[src/rtl/sram_2p.sv]
// Simple-dual-port register-array SRAM: one write port, one registered read port,
// selectable read-during-write policy and a sequenced whole-array clear.
module sram_2p #(
    parameter int DATA_W   = 8,
    parameter int ADDR_W   = 5,
    parameter int DEPTH    = 32,
    parameter int RDW_MODE = 0
) (
    input  logic              clk,
    input  logic              reset,
    input  logic              wr_en,
    input  logic [ADDR_W-1:0] wr_addr,
    input  logic [DATA_W-1:0] wr_data,
    input  logic              rd_en,
    input  logic [ADDR_W-1:0] rd_addr,
    output logic [DATA_W-1:0] rd_data,
    output logic              rd_valid,
    input  logic              clr,
    output logic              busy
);

    typedef enum logic {
        IDLE,
        CLEAR
    } state_t;

    localparam logic [ADDR_W:0]   DEPTH_L = (ADDR_W + 1)'(DEPTH);
    localparam logic [ADDR_W-1:0] LAST    = ADDR_W'(DEPTH - 1);

    state_t            state, state_nx;
    logic [ADDR_W-1:0] ptr, ptr_nx;
    logic [DATA_W-1:0] mem [DEPTH];
    logic [DATA_W-1:0] rd_word;
    logic              wr_ok;
    logic              rd_ok;

    assign busy  = (state == CLEAR);
    // A clr request in the same cycle drops any write or read.
    assign wr_ok = !busy && !clr && wr_en && ({1'b0, wr_addr} < DEPTH_L);
    assign rd_ok = !busy && !clr && rd_en;

    // NOTE: sequential state uses non-blocking (<=) so every register samples
    // pre-edge values; blocking here would create order-dependent races.
    always_ff @(posedge clk or negedge reset) begin
        if (!reset) begin
            state <= IDLE;
            ptr   <= '0;
        end else begin
            state <= state_nx;
            ptr   <= ptr_nx;
        end
    end

    // NOTE: every always_comb output gets a default first; a missed branch
    // would otherwise infer a latch.
    always_comb begin
        state_nx = state;
        ptr_nx   = ptr;
        case (state)
            IDLE: begin
                if (clr) begin
                    state_nx = CLEAR;
                    ptr_nx   = '0;
                end
            end
            CLEAR: begin
                if (ptr == LAST) begin
                    state_nx = IDLE;
                    ptr_nx   = '0;
                end else begin
                    ptr_nx = ptr + 1'b1;
                end
            end
            default: begin
                state_nx = IDLE;
                ptr_nx   = '0;
            end
        endcase
    end

    // NOTE: the array is a register file, so it is reset like any other
    // flop; a macro SRAM could not be, and would rely on the clear sequence.
    always_ff @(posedge clk or negedge reset) begin
        if (!reset) begin
            for (int i = 0; i < DEPTH; i++) mem[i] <= '0;
        end else begin
            for (int i = 0; i < DEPTH; i++) begin
                if (busy && ptr == ADDR_W'(i)) mem[i] <= '0;
                else if (wr_ok && wr_addr == ADDR_W'(i)) mem[i] <= wr_data;
            end
        end
    end

    // Out-of-range read addresses fall through to zero.
    always_comb begin
        rd_word = '0;
        for (int i = 0; i < DEPTH; i++) begin
            if (rd_addr == ADDR_W'(i)) rd_word = mem[i];
        end
        if (RDW_MODE == 1 && wr_ok && wr_addr == rd_addr) rd_word = wr_data;
    end

    always_ff @(posedge clk or negedge reset) begin
        if (!reset) begin
            rd_data  <= '0;
            rd_valid <= 1'b0;
        end else begin
            rd_valid <= rd_ok;
            if (rd_ok) rd_data <= rd_word;
        end
    end

endmodule

[config.mk]
export PLATFORM = sky130hd
export DESIGN_NAME = sram_2p
export DESIGN_NICKNAME = d
export VERILOG_FILES = /design/src/rtl/sram_2p.sv
export SDC_FILE = /design/constraint.sdc
export NUM_CORES = 1
export LEC_CHECK = 0
export CAP_MARGIN = 20
export CORE_MARGIN = 2
export CORE_UTILIZATION = 63
export CTS_CLUSTER_SIZE = 30
export DETAILED_ROUTE_END_ITERATION = 8
export PLACE_DENSITY_LB_ADDON = 0.05
export SLEW_MARGIN = 10
export SYNTH_ARGS = -nofsm -noshare
export SYNTH_HDL_FRONTEND = slang
export SYNTH_SLANG_ARGS = --single-unit
[constraint.sdc]
create_clock -name clk -period 2.22 [get_ports clk]
set_clock_uncertainty 0.05 [all_clocks]
set_input_delay 0.222 -clock clk [delete_from_list [all_inputs] [get_ports clk]]
set_output_delay 0.222 -clock clk [all_outputs]
set_load 0.02 [all_outputs]
==> results of run 1 <==
[worst max path at each step]
stage,start,depth (start not counted),endpoint
after CTS,mem[151],7,rd_data[7]
after floorplan,mem[151],7,rd_data[7]
after global routing,rd_addr[2],10,rd_data[0]
after detailed placement,rd_addr[2],12,rd_data[1]
final,mem[151],7,rd_data[7]
after global placement,rd_addr[2],12,rd_data[1]
[repair_timing]
item	CTS	global route
endpoints found under the hold margin	59	0
hold buffers	1	0
buffers inserted	0	1
endpoints found under the setup margin	0	2
resized for setup	0	9
[Yosys cell counts (4+ instances only)]
master and instances:
nand2b_1 17, mux2i_1 97, a211oi_1 11, a31oi_1 11, o32ai_1 8, a32oi_1 4, mux2_2 14, o22ai_1 19
o31ai_1 8, buf_6 7, and3_1 5, and2_1 5, o211ai_1 5, buf_2 23, nand4_1 5, a221oi_1 8
a21oi_1 253, buf_4 14, a22oi_1 7, nand3b_1 7, nor2_2 7, o21ai_0 50, nor2b_1 17, ha_1 6
o21ai_1 11, mux4_2 5, a21o_1 5, dfrtp_1 271, nor3_1 16, nand3_1 211, nor2_1 144, o221ai_1 6
clkbuf_1 84, inv_1 17, nand2_1 277
[per-stage QoR]
stage	hold WS [ps]	area (sq um)	setup TNS [ps]	worst slack, ps	cells
2_1_floorplan	-124	14800	0	257	1726
3_3_place_gp	160	17000	-2600	-464	2164
3_5_place_dp	166	17000	-2950	-477	2164
4_1_cts	185	17900	0	54.4	2213
5_1_grt	221	17900	0	0.712	2214
6_report	163	17900	0	58.3	2214
[sequential cells by signal (all words and copies together), names as in the netlist]
register,count
rd_valid,1
mem,256
ptr,5
rd_data,8
busy,1
[kinds of logic after synthesis]
logic type	count (synthesis)	share of synthesized area (%)
muxes	119	8.71
xor gates and xnor gates	2	0.118
and+or+nand+nor	737	22.7
AOI/OAI and AO/OA	441	17.5
adders and majority gates	6	0.507
DFF	271	45.8
buffers and inverters	150	4.70
[per-layer routing]
| layer | track usage (%) | wire, um | vias to the layer above |
|---|---|---|---|
| met4 | 19.8 | 2780 | 0 |
| met5 | 0 | 0 | - |
| met2 | 67.2 | 24200 | 1156 |
| met3 | 10.2 | 7670 | 189 |
| li1 | - | - | 6446 |
| met1 | 65.0 | 21400 | 7159 |
[cell type report]
cell class                 count  area [sq um]  area share (%)
clock buffer                  41           800            4.46
clock inverter                 7           126           0.705
inverter                      19          71.3           0.398
multi-input combinational   1305          7410            41.3
sequential                   271          6780            37.8
tap                          319           399            2.23
timing repair buffer         252          2340            13.0
[worst reg2reg max path: stages, from the launching register on]
cell and delay, ps:
dfrtp_1 380, or3b_1 420, a21oi_2 170, a2111oi_1 70
or4_1 510, a31o_1 230, a41oi_2 140, o21ai_1 80
[report_power, final]
group	internal (mW)	leakage [nW]	switching, mW
Clock	2.83	0.444	2.01
Sequential	5.43	3.74	0.464
Combinational	1.10	3.53	1.94
Total	9.35	7.71	4.41
==> impl_metrics.ini, run 1 <==
[floorplanning]
initial_core_util_pct = 63.7
die_height_um = 157
rows = 56
io_pins = 33
dieArea_sq_um = 24800
core-area_sq_um = 23300
die_x_um = 157

[status]
status = complete, no violations

[global_routing]
grt-ovfl-total = 0
grt_pass1_wl_um = 84600
antenna_found_initial = 0
gr-usage-all-layers_pct = 45.6
grt_pass1_vias = 14300
grt_max_degree = 63

[worst_setup_path]
critPathSlowestCell = or4_1
worstSetupEndpointType = flip-flop
path_cells = or3b_1 > a21oi_2 > a2111oi_1 > or4_1 > a31o_1 > a41oi_2 > o21ai_1
cp.arrival_ps = 2560
required_ps = 2610
critPathLaunchType = flip-flop
reg2reg_to = rd_data[7]
critPathMaxStageDelay_ps = 510
r2r_setup_slack_ps = 60
r2r-start = mem[151]
r2r.worst_path.cells = 7
critPathKind = flip-flop to flip-flop
critPathMaxFanout = 2
critPathBufInv = 0
critPathTopFamily = simple AND/OR/NAND/NOR gates

[pwr]
ir_drop_mv = 0.876
power_density_nw_per_um2 = 768
p_total_mw = 13.8
p_leak_nw = 7.71

[final_layout]
final_common_cell = nand2_1
fillers = 1638
syn_to_final_growth_pct = 21.0
antenna_cells = 0
layout_common_cells = 277 x nand2_1, 271 x dfrtp_1, 253 x a21oi_1, 211 x nand3_1, 192 x buf_4
utilization_pct = 77.1
drive_gt1_share_pct = 17.0
nets = 1906

[run]
maxCapViolCount = 0

[routing]
via_per_inst = 6.75
wl_per_cell_um = 25.3
ant_nets = 0
firstDrtPassIters = 7
routed_wl_um = 56000
drtIter0Drc = 1941
vias = 15000
route.detailed.drc = 0

[sta]
period_share_pct = 97.4
fmax_ghz = 0.463
fin_crit_ps = 2160
finalHoldViolCount = 0
slew_viol_final = 0
worstMarginPinSlew_ps = 633
grt_setup_unrepaired = no
setup_violations = 0
max-slew-margin-rel_pct = 57.7

[worst_hold_path]
hold_class = input pin to asynchronous set/reset pin

[cts]
cts_tree = done
clock_latency_ps = 570
cts_root_buffer = clkbuf_16
clock-sinks = 271
htree_levels = 1
clock_path_buffers = 3
numCtsBuffers = 28
clkSlewWorstSetupHoldPaths_ps = 60

[synth]
synth_cell_types = 81
synth_top_area_share_pct = 45.8
syn_avg_cell_area_sq_um = 8.59
synth_nets = 1755
synthesis.area_sq_um = 14800
synthFlopType = dfrtp_1
ys_seq_area_share_pct = 45.8
yosysWarnings = 0
netlist_top_cells_area = dfrtp_1 46%, a21oi_1 8.5%, nand3_1 7.1%
yosysTopAreaCell = dfrtp_1
synth_edf_count = 0
synthArstFlopShare_pct = 100
synthCells = 1726
ys_ff_latch = 271

[placed_design]
io_buffers = 32
place.gp.congestion = 1.02
hpwl_um = 39100
No activity file was read; power rests on OpenSTA's default activity.
==> inputs of run 2 (changes only) <==
Settings changed: CELL_PAD_IN_SITES_DETAIL_PLACEMENT from default to 1, CELL_PAD_IN_SITES_GLOBAL_PLACEMENT from default to 1, CORE_UTILIZATION 63 to 48.
==> impl_metrics.ini, run 2 (synthesized netlist as in run 1, its figures left out) <==
[worst_setup_path]
critPathKind = flip-flop to flip-flop
worstSetupEndpointType = flip-flop
critPathLaunchType = flip-flop
critPathMaxFanout = 2
cp.arrival_ps = 2560
required_ps = 2630

[routing]
vias = 14900
firstDrtPassIters = 5
routed_wl_um = 63300
via_per_inst = 6.47
route.detailed.drc = 0
ant_nets = 0
wl_per_cell_um = 27.5
drtIter0Drc = 1527

[sta]
fin_crit_ps = 2150
max-slew-margin-rel_pct = 49.0
fmax_ghz = 0.465
slew_viol_final = 0
fin_tns_setup_ps = 0
hold-worst-slack_ps = 115
setup_ws_ps = 69.6
grt_setup_unrepaired = no
finalHoldViolCount = 0
setup_violations = 0
period_share_pct = 96.9
worstMarginPinSlew_ps = 754

[placed_design]
hpwl_um = 45000
dpl_cell_area_sq_um = 17200
place.gp.congestion = 0.975
io_buffers = 32
dp_slack_ps = -441
dp.cells = 2250

[final_layout]
fillers = 3564
nets = 1917
largest_reg_flops = 256
utilization_pct = 59.7
final_common_cell = nand2_1
syn_to_final_growth_pct = 22.9
antenna_cells = 0
layout_common_cells = 277 x nand2_1, 271 x dfrtp_1, 253 x a21oi_1, 211 x nand3_1, 192 x buf_4
top_register = mem
final_cells = 2305
drive_gt1_share_pct = 17.5
top_regs = mem x256, rd_data x8, ptr x5
fin_area_sq_um = 18200

[cts]
clock_path_buffers = 3
htree_levels = 1
cts_root_buffer = clkbuf_16
cts_tree = done
clock_latency_ps = 580
clock-sinks = 271
cts_setup_buffers = 0
clkSlewWorstSetupHoldPaths_ps = 60
numCtsBuffers = 31

[global_routing]
antenna_found_initial = 0
grt-ovfl-total = 0
grt_pass1_vias = 15600
grt_pass1_wl_um = 97100
grt_max_degree = 71
gr-usage-all-layers_pct = 39.1

[worst_hold_path]
hold_class = input pin to flip-flop

[pwr]
ir_drop_mv = 0.628
p_total_mw = 14.1
p_leak_nw = 7.83
power_density_nw_per_um2 = 772

[run]
maxCapViolCount = 0

[floorplanning]
core-area_sq_um = 30500
dieArea_sq_um = 32300
io_pins = 33
die_height_um = 180
die_x_um = 180
rows = 64
initial_core_util_pct = 48.6

[status]
status = complete, no violations
==> run 2: cell type report <==
type | instances | area [sq um] | share of cell area [%]
Multi-Input combinational cell | 1305 | 7400 | 40.6
Sequential cell | 271 | 6780 | 37.2
Timing Repair Buffer | 260 | 2490 | 13.7
Clock buffer | 41 | 843 | 4.63
Tap cell | 396 | 495 | 2.72
Clock inverter | 13 | 133 | 0.728
Inverter | 19 | 71.3 | 0.392
==> run 2: power by group <==
part	switching [mW]	total, mW	internal, mW	leakage [nW]
clock	2.13	5.02	2.89	0.485
combinational	2.03	3.15	1.13	3.60
sequential	0.457	5.89	5.43	3.74
==> run 2: final timing paths <==
check | slack (ps) | end | cells after the start | start
min reg2reg | 470 | mem[7] | 2 | mem[7]
max reg2reg | 70 | rd_data[7] | 7 | mem[151]
min in group asynchronous | 200 | mem[178] | 2 | reset
max in group asynchronous | 1240 | mem[30] | 3 | reset
min | 120 | mem[186] | 3 | wr_data[2]
max | 70 | rd_data[7] | 7 | mem[151]
==> run 2: repair_timing <==
item                                   CTS  global route
gates resized for setup                  0             2
hold buffers                             1             0
endpoints found under the hold margin   61             0
setup endpoints to repair                0             1
==> run 2: worst max-delay path, cell delays in order (launching register included) <==
cell and delay, ps:
dfrtp_1 400, or3b_1 370, a21oi_2 180, a2111oi_1 80
or4_1 510, a31o_1 230, a41oi_2 130, o21ai_1 90
==> run 2: routing by layer <==
metal | GRT usage (%) | vias to the layer above | share of wire [%]
li1 | - | 6458 | -
met1 | 55.4 | 7622 | 42
met2 | 61.0 | 679 | 45
met3 | 7.37 | 161 | 8.6
met4 | 12.6 | 0 | 3.5
met5 | 0 | - | 0
